<file path="config.mk">
export PLATFORM = sky130hd
export DESIGN_NAME = hdlc_frame_tx
export DESIGN_NICKNAME = d
export VERILOG_FILES = /design/src/rtl/hdlc_frame_tx.sv
export SDC_FILE = /design/constraint.sdc
export NUM_CORES = 1
export LEC_CHECK = 0
export BUFFER_PORTS_ARGS = -buffer_cell sky130_fd_sc_hd__buf_2
export CORE_MARGIN = 8
export CORE_UTILIZATION = 50
export DETAILED_ROUTE_END_ITERATION = 12
export GPL_ROUTABILITY_DRIVEN = 0
export GPL_TIMING_DRIVEN = 0
export MAX_ROUTING_LAYER = met4
export PLACE_DENSITY = 0.71
export SYNTH_ARGS = -nofsm -noshare
export SYNTH_HDL_FRONTEND = slang
export SYNTH_SLANG_ARGS = --single-unit
export TNS_END_PERCENT = 30
</file>
<file path="constraint.sdc">
create_clock -name clk -period 3.4 [get_ports clk]
set_input_delay 0.51 -clock clk [delete_from_list [all_inputs] [get_ports clk]]
set_output_delay 0.51 -clock clk [all_outputs]
set_load 0.03 [all_outputs]
</file>
<file path="src/rtl/hdlc_frame_tx.sv">
// Serial HDLC/422 command-frame transmitter: {HDR, payload} shifted MSB-first at DIV clocks per bit.
// Optional CRC-16/CCITT-FALSE trailer is enabled by defining HDLC_TX_CRC_EN.
module hdlc_frame_tx #(
    parameter int                DATA_W = 32,
    parameter int                HDR_W  = 16,
    parameter logic [HDR_W-1:0]  HDR    = 16'h55AA,
    parameter int                DIV    = 4
) (
    input  logic              clk,
    input  logic              rstn,
    input  logic              start,
    input  logic [DATA_W-1:0] data_in,
    output logic              data_out,
    output logic              busy,
    output logic              finish
);

    localparam int FRAME_W = HDR_W + DATA_W;
    localparam int CNT_W   = $clog2(FRAME_W + 16 + 1);
    localparam int DIV_W   = $clog2(DIV + 1);

    localparam logic [CNT_W-1:0] LAST_BIT = CNT_W'(FRAME_W - 1);
    localparam logic [DIV_W-1:0] LAST_DIV = DIV_W'(DIV - 1);

    typedef enum logic [1:0] {
        IDLE,
        SEND
`ifdef HDLC_TX_CRC_EN
        ,
        CRC
`endif
    } state_t;

    state_t               state_reg;
    logic [FRAME_W-1:0]   shift_reg;
    logic [CNT_W-1:0]     bit_cnt_reg;
    logic [DIV_W-1:0]     div_cnt_reg;
    logic                 bit_tick;

    assign bit_tick = (div_cnt_reg == LAST_DIV);

`ifdef HDLC_TX_CRC_EN
    localparam logic [CNT_W-1:0] CRC_LAST = CNT_W'(15);

    logic [15:0] crc_reg;
    logic [15:0] crc_next;

    // CRC absorbs the bit currently on the line, i.e. the shift register MSB
    always_comb begin
        crc_next = {crc_reg[14:0], 1'b0};
        if (crc_reg[15] ^ shift_reg[FRAME_W-1]) begin
            crc_next = crc_next ^ 16'h1021;
        end
    end
`endif

    always_ff @(posedge clk or negedge rstn) begin
        if (!rstn) begin
            state_reg   <= IDLE;
            shift_reg   <= '0;
            bit_cnt_reg <= '0;
            div_cnt_reg <= '0;
            data_out    <= 1'b0;
            busy        <= 1'b0;
            finish      <= 1'b0;
`ifdef HDLC_TX_CRC_EN
            crc_reg     <= '0;
`endif
        end else begin
            finish <= 1'b0;
            case (state_reg)
                IDLE: begin
                    if (start) begin
                        shift_reg   <= {HDR, data_in};
                        data_out    <= HDR[HDR_W-1];
                        bit_cnt_reg <= '0;
                        div_cnt_reg <= '0;
                        busy        <= 1'b1;
                        state_reg   <= SEND;
`ifdef HDLC_TX_CRC_EN
                        crc_reg     <= 16'hFFFF;
`endif
                    end
                end

                SEND: begin
                    if (bit_tick) begin
                        div_cnt_reg <= '0;
`ifdef HDLC_TX_CRC_EN
                        crc_reg     <= crc_next;
`endif
                        if (bit_cnt_reg == LAST_BIT) begin
`ifdef HDLC_TX_CRC_EN
                            state_reg   <= CRC;
                            bit_cnt_reg <= '0;
                            data_out    <= crc_next[15];
`else
                            state_reg   <= IDLE;
                            data_out    <= 1'b0;
                            busy        <= 1'b0;
                            finish      <= 1'b1;
`endif
                        end else begin
                            shift_reg   <= shift_reg << 1;
                            data_out    <= shift_reg[FRAME_W-2];
                            bit_cnt_reg <= bit_cnt_reg + CNT_W'(1);
                        end
                    end else begin
                        div_cnt_reg <= div_cnt_reg + DIV_W'(1);
                    end
                end

`ifdef HDLC_TX_CRC_EN
                CRC: begin
                    if (bit_tick) begin
                        div_cnt_reg <= '0;
                        if (bit_cnt_reg == CRC_LAST) begin
                            state_reg <= IDLE;
                            data_out  <= 1'b0;
                            busy      <= 1'b0;
                            finish    <= 1'b1;
                        end else begin
                            crc_reg     <= {crc_reg[14:0], 1'b0};
                            data_out    <= crc_reg[14];
                            bit_cnt_reg <= bit_cnt_reg + CNT_W'(1);
                        end
                    end else begin
                        div_cnt_reg <= div_cnt_reg + DIV_W'(1);
                    end
                end
`endif

                default: begin
                    state_reg <= IDLE;
                    data_out  <= 1'b0;
                    busy      <= 1'b0;
                end
            endcase
        end
    end

endmodule

</file>
# Yosys cells after proc, flatten, opt, wreduce, memory -nomap -nowiden
# Cells that the tools add are included.
[word_totals]
register_bits = 62
latch_bits = 0
ramBits = 0
romBits = 0
inputBits = 35
out_inout_bits = 3
memories = 0
[classes]
n_addsub = 2
n_mul = 0
n_div = 0
n_lt_le_gt_ge = 0
n_eq_ne = 7
n_shift = 0
n_mux = 26
bitwise = 0
n_reduce_logical = 6
[op_table]
columns = ["op", "count"]
rows = [
  ["47-bit 2-to-1 mux", 3],
  ["47-bit one-hot mux with 2 select lines", 1],
  ["7-bit 2-to-1 mux", 3],
  ["7-bit one-hot mux with 2 select lines", 1],
  ["1-bit 2-to-1 mux", 9],
  ["2-bit != test (second input constant)", 4],
  ["7-bit by 1-bit adder with 7-bit output (second input constant)", 1],
  ["7-bit by 6-bit equality test with 1-bit output (second input constant)", 1],
  ["2-bit 2-to-1 mux", 3],
  ["3-bit 2-to-1 mux", 2],
  ["3-bit one-hot mux with 2 select lines", 1],
  ["1-bit one-hot mux with 2 select lines", 2],
  ["2-bit one-hot mux with 2 select lines", 1],
  ["2-bit AND reduction", 2],
  ["4-bit AND reduction", 1],
  ["3-bit by 1-bit adder with 3-bit output (second input constant)", 1],
  ["3-bit by 2-bit equality test with 1-bit output (second input constant)", 1],
  ["3-bit AND reduction", 1],
  ["2-bit by 1-bit equality test with 1-bit output (second input constant)", 1],
  ["2-bit zero test", 1],
  ["2-bit nonzero test", 1],
]

# Logic depth before layout (Yosys ltp)
# Gate-level depths: netlist of the first run.
[logic_depth]
ltp_word = 4
ltp_mapped = 6

# Least setup slack after synthesis of the first run
# No wires, ideal clock.
[synth_path]
kind = "reg-to-reg"
start = "register busy (netlist name)"
end = "register shift_reg[6]"
arrival_time_ps = 1783
setup_slack_ps = 1492
stages_incl_launch_ff = 6
period_less_slack_ps = 1908
path_cell_list = "dfrtp_1 buf_2 and4bb_2 a221oi_4 buf_4 mux2_4"
[synth_lines]
columns = ["element", "line_no", "source"]
rows = [
  ["to (signal assigned)", "74", "shift_reg <= {HDR, data_in};"],
  ["to (signal assigned)", "104", "shift_reg <= shift_reg << 1;"],
  ["to (decl)", "35", "logic [FRAME_W-1:0] shift_reg;"],
]

# Worst setup path after layout of the first run
[layout_path]
start = "register bit_cnt_reg[0]"
end = "register shift_reg[6]"
[layout_between]
elab_chain_cells = 3
[layout_lines]
columns = ["element", "line_no", "source"]
rows = [
  ["from (decl)", "36", "logic [CNT_W-1:0] bit_cnt_reg;"],
  ["from (signal assigned)", "106", "bit_cnt_reg <= bit_cnt_reg + CNT_W'(1);"],
  ["7-bit by 6-bit equality test with 1-bit output", "92", "if (bit_cnt_reg == LAST_BIT) begin"],
  ["2-bit != test (no line)", "-", ""],
  ["4-bit AND reduction (no line)", "-", ""],
]
# No other way between the ends.
# A chain may end at the register's enable or synchronous reset.

==> run metrics, run 1 <==
Seq/Total Area, Yosys=0.5345; root buffer cell=clkbuf_8; CTS buffer count=9; CP arrival=2.27 ns; Total Routed Length=5.376 mm; Final Max Slew Viols=0; Total GRT Usage=0.1428; Slew HR=0.4985; post-synthesis register bit count=60; worst skew pair latency=0.33 ns; detailed-route via count=1845; post-route ant nets=0; final hold vios=0; CTS tree=done; Worst Hold Class=primary input to asynchronous set/reset pin; fin crit share=0.6033; Initial Utilization=0.5133; worst setup margin=1.349 ns; met2 usage=0.2092; CTS H-tree lvls=3; Max rail drop VDD=0.4203 mV; Slew @ Worst Pin=0.7522 ns; pwr dens=761.6 nW/µm²; largest net degree at the start of global routing=61; Tot Pwr=2489 µW; DRC=0; CP startpoint kind=flop; Pre-antenna DRT Iters=4; Largest register FFs=47; std cell rows=27; core area=5473 µm²; Clock Skew=0.004246 ns; Post-Synthesis Net Count=243; Max Freq=487.5 MHz; Yosys warnings=0; Final Net Count=291; met3 Use GR=0.05350; synthesized area=2809 µm²; Post-Place Setup Slack=1.354 ns; post-DR vias/cell=5.574; met1 Usage GRT=0.1732; status=completed; Ports=38; max_cap viols=0; layout overhead on the synthesized area=16.35%; post-CTS setup buffers=0; Critical Path Sink Type=flop; GR Overflow Total=0; layout cell share with drive strength beyond 1=0.4672; Sink Count=60; Cells after Synth=206; Worst EP required=3.62 ns; drt initial violations=83; vias in the first global route=1949; Routed WL per cell=16.24 µm; EDFF count, synth=0; Fin Setup TNS=0 ns; initial antenna violation count=0; Setup CP Type=flop to flop; Worst Path Max Fanout=10; antenna diode count=0; clock buffer depth=2; Synth cell types=38; Setup Viol. Count Final=0; die area=8272 µm²; I/O Buffers=37; FFs w/ async S/R, synth=1.000; first-pass GRT wire length=9.252 mm; Mean Syn Cell Area=13.64 µm²; die height=90.95 µm; HPWL after DPL=3.680 mm; most frequent cells in the layout=mux2_2, dfrtp_1, buf_2, clkbuf_8, o22a_1; post_cts resized=0; RSZ-0062 raised after global routing=false; hold-fix buffers at CTS=0; chip width=90.95 µm; ys flop type=dfrtp_1; most common cell after layout, fill and taps aside=mux2_2; Util after Layout=0.5972; LEAKAGE=0.001527 µW; global route hottest layer=met2; Tmin final=2.051 ns; Worst-path clk slew=0.06 ns
## synth_stat cells (all sizes together), types with 3 or more instances
cell,instances,area share
a21oi,5,0.0089
mux2,63,0.25
clkbuf,5,0.0067
dfrtp,60,0.53
a221o,3,0.011
o22a,10,0.031
nor2,4,0.0053
nand3,3,0.0053
and3,5,0.011
nand2,4,0.0053
a22o,8,0.025
inv,3,0.0040
buf,8,0.021
## final timing paths
check,from,cells past startpoint,end,slack [ns]
worst min register to register,shift_reg[14],1,shift_reg[14],0.49
max in group asynchronous,rstn,1,bit_cnt_reg[0],2.66
min in group clk,start,2,div_cnt_reg[2],0.37
worst max register to register,bit_cnt_reg[0],5,shift_reg[6],1.35
worst min-delay path,rstn,1,shift_reg[11],0.25
worst max-delay path,bit_cnt_reg[0],5,shift_reg[6],1.35
## where the power goes
group | total [µW] | switching [µW] | internal (µW)
clock | 584 | 259 | 324
sequential | 1170 | 174 | 1000
combinational | 731 | 280 | 451
total | 2490 | 714 | 1780
## through the flow
step / hold slack, ns / area (µm²) / std cells
2_1_floorplan: 0.2144 / 2809 / 206
3_3_place_gp: 0.4717 / 3084 / 315
3_5_place_dp: 0.4776 / 3084 / 315
4_1_cts: 0.3562 / 3266 / 331
5_1_grt: 0.3080 / 3268 / 331
6_report: 0.2480 / 3268 / 331
## cells by family after synthesis
logic type / share of synthesized area
and+or+nand+nor: 0.05033
AOI/OAI and AO/OA: 0.1167
adders and majority gates: 0.008907
buffers and inverters: 0.03207
DFF: 0.5345
muxes: 0.2575
## critical path: stages (launching register included)
cell,delay [ns]
dfrtp_1,0.42
ha_1,0.29
and3_1,0.25
a221oi_4,0.41
buf_4,0.26
mux2_4,0.31
## routing by layer
metal / up-vias / part of all wire
met1: 929 / 0.46
met4: 0 / 0.017
met2: 39 / 0.48
li1: 869 / -
met5: - / 0
met3: 8 / 0.043
## layout make-up
class,count,area [µm²]
plain buffers,13,78.83
clock buffers,15,176.4
clock inverters,1,5.005
fillers,454,2205
inverters,3,11.26
multi-input cells,130,1217
flip-flops and latches,60,1501
well taps,72,90.09
repair buffers,37,187.7
No activity file was read; power rests on OpenSTA's default activity.
==> inputs of run 2 (changes only) <==
clock period = 1.91 ns   (was 3.4 ns; I/O delays follow)
==> run 2 against run 1 <==
Against the previous run: worst hold slack lost 0.23 ns; core utilization grew 0.94 points; power grew 81%; cell count grew 0.60%; flip-flop and latch count is the same; via count grew 0.33%; largest cell class unchanged; die area is the same; global-route usage grew 0.054 points; non-clock buffer count grew 2; sequential share of layout area shrank 0.71 points; first-iteration DRC count shrank 1.2%.
==> run metrics, run 2 (synthesized netlist as in run 1, its figures left out) <==
status=completed; Placed Area=3084 µm² (unchanged); first-pass GRT wire length=9.294 mm (+0.45%); family with the most delay on the worst path=flip-flops; worst skew pair latency=0.33 ns (about the same); final instance area=3319 µm² (+1.6%); max_cap viols=0 (unchanged); Setup CP Type=flop to flop; Worst Hold Class=primary input to asynchronous set/reset pin; GR Overflow Total=0 (unchanged); CP startpoint kind=flop; Slowest cell on crit path=dfrtp_1; root buffer cell=clkbuf_8; clock buffer depth=2 (unchanged); antenna diode count=0 (unchanged); worst r2r src=bit_cnt_reg[1]; Final Net Count=293 (+0.69%); Slew @ Worst Pin=0.7531 ns (+0.0008307 ns); Final Max Slew Viols=0 (unchanged); DRC=0 (unchanged); WP buf/inv=2 (+1); CP Cell Sequence=ha_4, and3_1, a221oi_4, buf_6, buf_6, mux2_2; Initial Utilization=0.5133 (unchanged); Max Freq=536.1 MHz (+10%); die height=90.95 µm (unchanged); Clock Skew=0.005166 ns (+0.0009199 ns); FILL cells=450 (-0.88%); most frequent cells in the layout=mux2_2, dfrtp_1, buf_2, clkbuf_8, o22a_1; vias in the first global route=1957 (+0.41%); Tmin final=1.865 ns (-0.1862 ns); RSZ-0062 raised after global routing=true; HPWL after DPL=3.680 mm (unchanged); Max rail drop VDD=0.7494 mV (+78%); std cell rows=27 (unchanged); hold-fix buffers at CTS=0 (unchanged); Ports=38 (unchanged); post-route ant nets=0 (unchanged); Tot Pwr=4502 µW (+81%); fin crit share=0.9765 (+0.3732); Critical Path Sink Type=flop; Worst path max stage delay=0.43 ns (about the same); Pre-antenna DRT Iters=4 (unchanged); Worst-path clk slew=0.06 ns (about the same); Setup Viol. Count Final=0 (unchanged); Total Routed Length=5.410 mm (+0.63%); CTS H-tree lvls=3 (unchanged); layout cell share with drive strength beyond 1=0.4828 (+0.01558); CP arrival=2.08 ns (-0.19 ns); CTS tree=done; LEAKAGE=0.001544 µW (+1.1%); core area=5473 µm² (unchanged); CTS buffer count=9 (unchanged); layout overhead on the synthesized area=18.17%; I/O Buffers=37 (unchanged); pwr dens=1356 nW/µm² (+78%); post-DR vias/cell=5.559 (-0.28%); start point of the critical path=bit_cnt_reg[1]; Worst Path Max Fanout=10 (unchanged); die area=8272 µm² (unchanged); initial antenna violation count=0 (unchanged); Routed WL per cell=16.25 µm (about the same); Worst EP required=2.13 ns (-1.49 ns); Largest register FFs=47 (unchanged); most common cell after layout, fill and taps aside=mux2_2; Total GRT Usage=0.1434 (+0.0005397); Sink Count=60 (unchanged); final hold vios=0 (unchanged); Slew HR=0.4980 (-0.0005540); chip width=90.95 µm (unchanged); detailed-route via count=1851 (+0.33%); cell mode on critical path=buf_6; largest net degree at the start of global routing=61 (unchanged); drt initial violations=82 (-1.2%)
==> run 2: area by class of cell <==
type	count	area [µm²]	share of cell area
inverter	3	11.26	0.003392
timing repair buffer	39	206.4	0.06219
sequential	60	1501	0.4523
clock buffer	15	176.4	0.05315
buffer	13	92.59	0.02789
multi-input combinational	130	1236	0.3724
clock inverter	1	5.005	0.001508
tap	72	90.09	0.02714
==> run 2: stage by stage <==
step                instances  setup slack [ns]  hold WS, ns  TNS [ns]    util
floorplan                 206          0.001989    -0.009091         0       -
global placement          315          -0.09336       0.4717    -2.702  0.5636
detailed placement        315           -0.1356       0.4776    -4.122  0.5636
CTS                       333           0.02427       0.1327         0  0.6013
global route              333          -0.01257      0.08454  -0.07061  0.6065
finish                    333           0.04483      0.01534         0  0.6065
==> run 2: worst paths after layout <==
check	endpoint	depth (start not counted)	slack, ns
setup / recovery	shift_reg[24]	6	0.04
hold / removal	shift_reg[11]	1	0.02
setup reg to reg	shift_reg[24]	6	0.04
hold reg to reg	shift_reg[14]	1	0.49
max in group asynchronous	shift_reg[21]	1	1.39
min in group clk	div_cnt_reg[2]	2	0.15
==> run 2: worst register-to-register path, cell delays in order (launching register included) <==
cell	delay, ns
dfrtp_1	0.43
ha_4	0.20
and3_1	0.22
a221oi_4	0.24
buf_6	0.17
buf_6	0.15
mux2_2	0.34
==> run 2: power breakdown <==
group	internal, µW	total [µW]	switching, µW
Sequential	1780	2090	313
Combinational	852	1370	518
Clock	577	1040	461
Total	3210	4500	1290
==> run 2: repair_timing <==
| item | 4_1_cts | 5_1_grt |
|---|---|---|
| endpoints found under the setup margin | 39 | 36 |
| pin swaps | 1 | 0 |
| setup buffers | 2 | 0 |
| endpoints found under the hold margin | 0 | 0 |
| gates resized for setup | 3 | 7 |
==> run 2: metal layers <==
layer  share of wire  global-route usage  up-vias
met5               0                   -        -
met4           0.016             0.06003        0
met3           0.049             0.05350        8
met2            0.47              0.2092       49
met1            0.46              0.1748      918
li1                -                   -      876
==> inputs of run 3 (changes only) <==
PLACE_DENSITY = 0.8   (was 0.71)
==> run 3 against run 2 <==
Against the previous run: count of clock-buffer cells in the layout decreased by 4; maximum frequency increased by 1.7%; register-to-register slack improved by 0.03 ns.
==> run metrics, run 3 (synthesized netlist as in run 1, its figures left out) <==
die area=8272 µm² (unchanged); drt initial violations=102 (+24%); std cell rows=27 (unchanged); Sw Share=0.2811 (-0.005998); Pre-antenna DRT Iters=4 (unchanged); Flop pwr share=0.446 (-0.019); Setup CP Type=flop to flop; core area=5473 µm² (unchanged); Sink Count=60 (unchanged); worst skew pair latency=0.33 ns (about the same); Largest register FFs=47 (unchanged); vias in the first global route=2050 (+4.8%); pwr dens=1405 nW/µm² (+3.6%); Tmin final=1.833 ns (-0.03189 ns); Ports=38 (unchanged); antenna diode count=0 (unchanged); Worst Path Max Fanout=6 (-4); layout overhead on the synthesized area=19.87%; Total Routed Length=5.616 mm (+3.8%); max_cap viols=0 (unchanged); Slew @ Worst Pin=0.7299 ns (-0.02319 ns); Critical Path Sink Type=flop; LEAKAGE=0.001563 µW (+1.2%); switching power=1330 µW (+2.9%); Max rail drop VDD=0.8323 mV (+11%); post-route ant nets=0 (unchanged); Placed Area=3084 µm² (unchanged); CP startpoint kind=flop; chip width=90.95 µm (unchanged); CP arrival=2.05 ns (-0.03 ns); worst r2r src=bit_cnt_reg[0]; status=completed; Worst path max stage delay=0.44 ns (about the same); root buffer cell=clkbuf_8; P_int=3401 µW (+6.0%); Total GRT Usage=0.1487 (+0.005370); CTS H-tree lvls=3 (unchanged); Setup Viol. Count Final=0 (unchanged); Slew HR=0.5134 (+0.01546); layout cell share with drive strength beyond 1=0.5057 (+0.02299); initial antenna violation count=0 (unchanged); post-DR vias/cell=5.580 (+0.38%); Tot Pwr=4731 µW (+5.1%); most common cell after layout, fill and taps aside=mux2_2; die height=90.95 µm (unchanged); FILL cells=444 (-1.3%); Clk pwr share=0.261 (+0.030); I/O Buffers=37 (unchanged); met3 Use GR=0.05761 (+0.004115); Routed WL per cell=16.86 µm (+3.8%); fin crit share=0.9598 (-0.01670); final instance area=3367 µm² (+1.4%); Final Max Slew Viols=0 (unchanged); clock buffer depth=2 (unchanged); Fin Setup TNS=0 ns (unchanged); DRC=0 (unchanged); Worst Hold Class=primary input to asynchronous set/reset pin; largest net degree at the start of global routing=61 (unchanged); HPWL after DPL=3.680 mm (about the same); Worst-path clk slew=0.06 ns (about the same); start point of the critical path=bit_cnt_reg[0]; met2 usage=0.2406 (+0.03144); Max Freq=545.5 MHz (+1.7%); Slowest cell on crit path=dfrtp_2; first-pass GRT wire length=9.535 mm (+2.6%); Worst EP required=2.13 ns (about the same); final hold vios=0 (unchanged); CP Cell Sequence=ha_4, and3_4, a221oi_4, buf_6, buf_4, mux2_2; Clock Skew=0.005273 ns (+0.0001069 ns); most frequent cells in the layout=mux2_2, dfrtp_1, buf_2, o22a_1, clkbuf_8; Final Net Count=293 (unchanged); GR Overflow Total=0 (unchanged); Multi-input gate area=1244 µm² (+0.61%); CTS tree=done; Initial Utilization=0.5133 (unchanged); Storage cell area=1503 µm² (about the same); Logic pwr share=0.293 (-0.011); RSZ-0062 raised after global routing=false; CTS buffer count=9 (unchanged); met1 Usage GRT=0.1650 (-0.009793); global route hottest layer=met2; detailed-route via count=1858 (+0.38%)
run 3: changes by cell type in the layout (fill, tap and decap cells not counted), sizes merged:
cell,delta
bufinv,+2
clkbuf,-5
buf,+1
clkinv,+2
run 3: per-layer routing:
metal | routed length (µm) | part of all wire | vias to the layer above
met2 | 2913 | 0.52 | 30
met3 | 203 | 0.036 | 2
met1 | 2465 | 0.44 | 952
li1 | - | - | 874
met4 | 34 | 0.0061 | 0
met5 | 0 | 0 | -
run 3: power by group through the flow:
stage	combinational (µW)	clock, µW	sequential (µW)
CTS	1360	1270	2090
global route	1530	1320	2170
finish	1390	1230	2110
floorplan	1060	0	2030
detailed placement	1320	0	2110
global placement	1260	0	2080
run 3: layout make-up:
type                    instances  share of cell area
clock buffers                  11             0.04199
inverters                       3            0.003344
clock inverters                 5             0.02230
well taps                      72             0.02676
plain buffers                  12             0.02638
flip-flops and latches         60              0.4463
multi-input cells             130              0.3694
repair buffers                 40             0.06355
run 3: stage by stage:
step,utilization,cells,worst slack [ns],hold slack (ns)
finish,0.6152,333,0.07673,0.005014
global route,0.6152,333,0.007235,0.06925
floorplan,-,206,0.001989,-0.009091
CTS,0.6091,334,0.01386,0.1330
detailed placement,0.5636,315,-0.09788,0.4741
global placement,0.5636,315,-0.09145,0.4705
run 3: worst max-delay path, delay by kind of cell, from the launching register on:
kind / cells / cell delay [ns]
fa+ha+maj: 1 / 0.19
mux: 1 / 0.33
compound gates: 1 / 0.22
flops: 1 / 0.44
simple gates: 1 / 0.19
buf+inv: 2 / 0.34
run 3: timing repair:
| action | 4_1_cts | 5_1_grt |
|---|---|---|
| setup buffers | 2 | 0 |
| gates cloned | 1 | 0 |
| hold buffers | 0 | 0 |
| gates resized for setup | 4 | 10 |
| endpoints found under the setup margin | 39 | 41 |
| pin swaps | 1 | 0 |
run 3: final timing paths:
check                            endpoint  slack, ns  cells after the start
setup / recovery            shift_reg[29]       0.08                      6
hold / removal              shift_reg[22]      0.005                      1
setup reg to reg            shift_reg[29]       0.08                      6
hold reg to reg             shift_reg[40]       0.49                      1
max in group asynchronous  bit_cnt_reg[0]       1.37                      1
min in group clk           div_cnt_reg[2]       0.15                      2
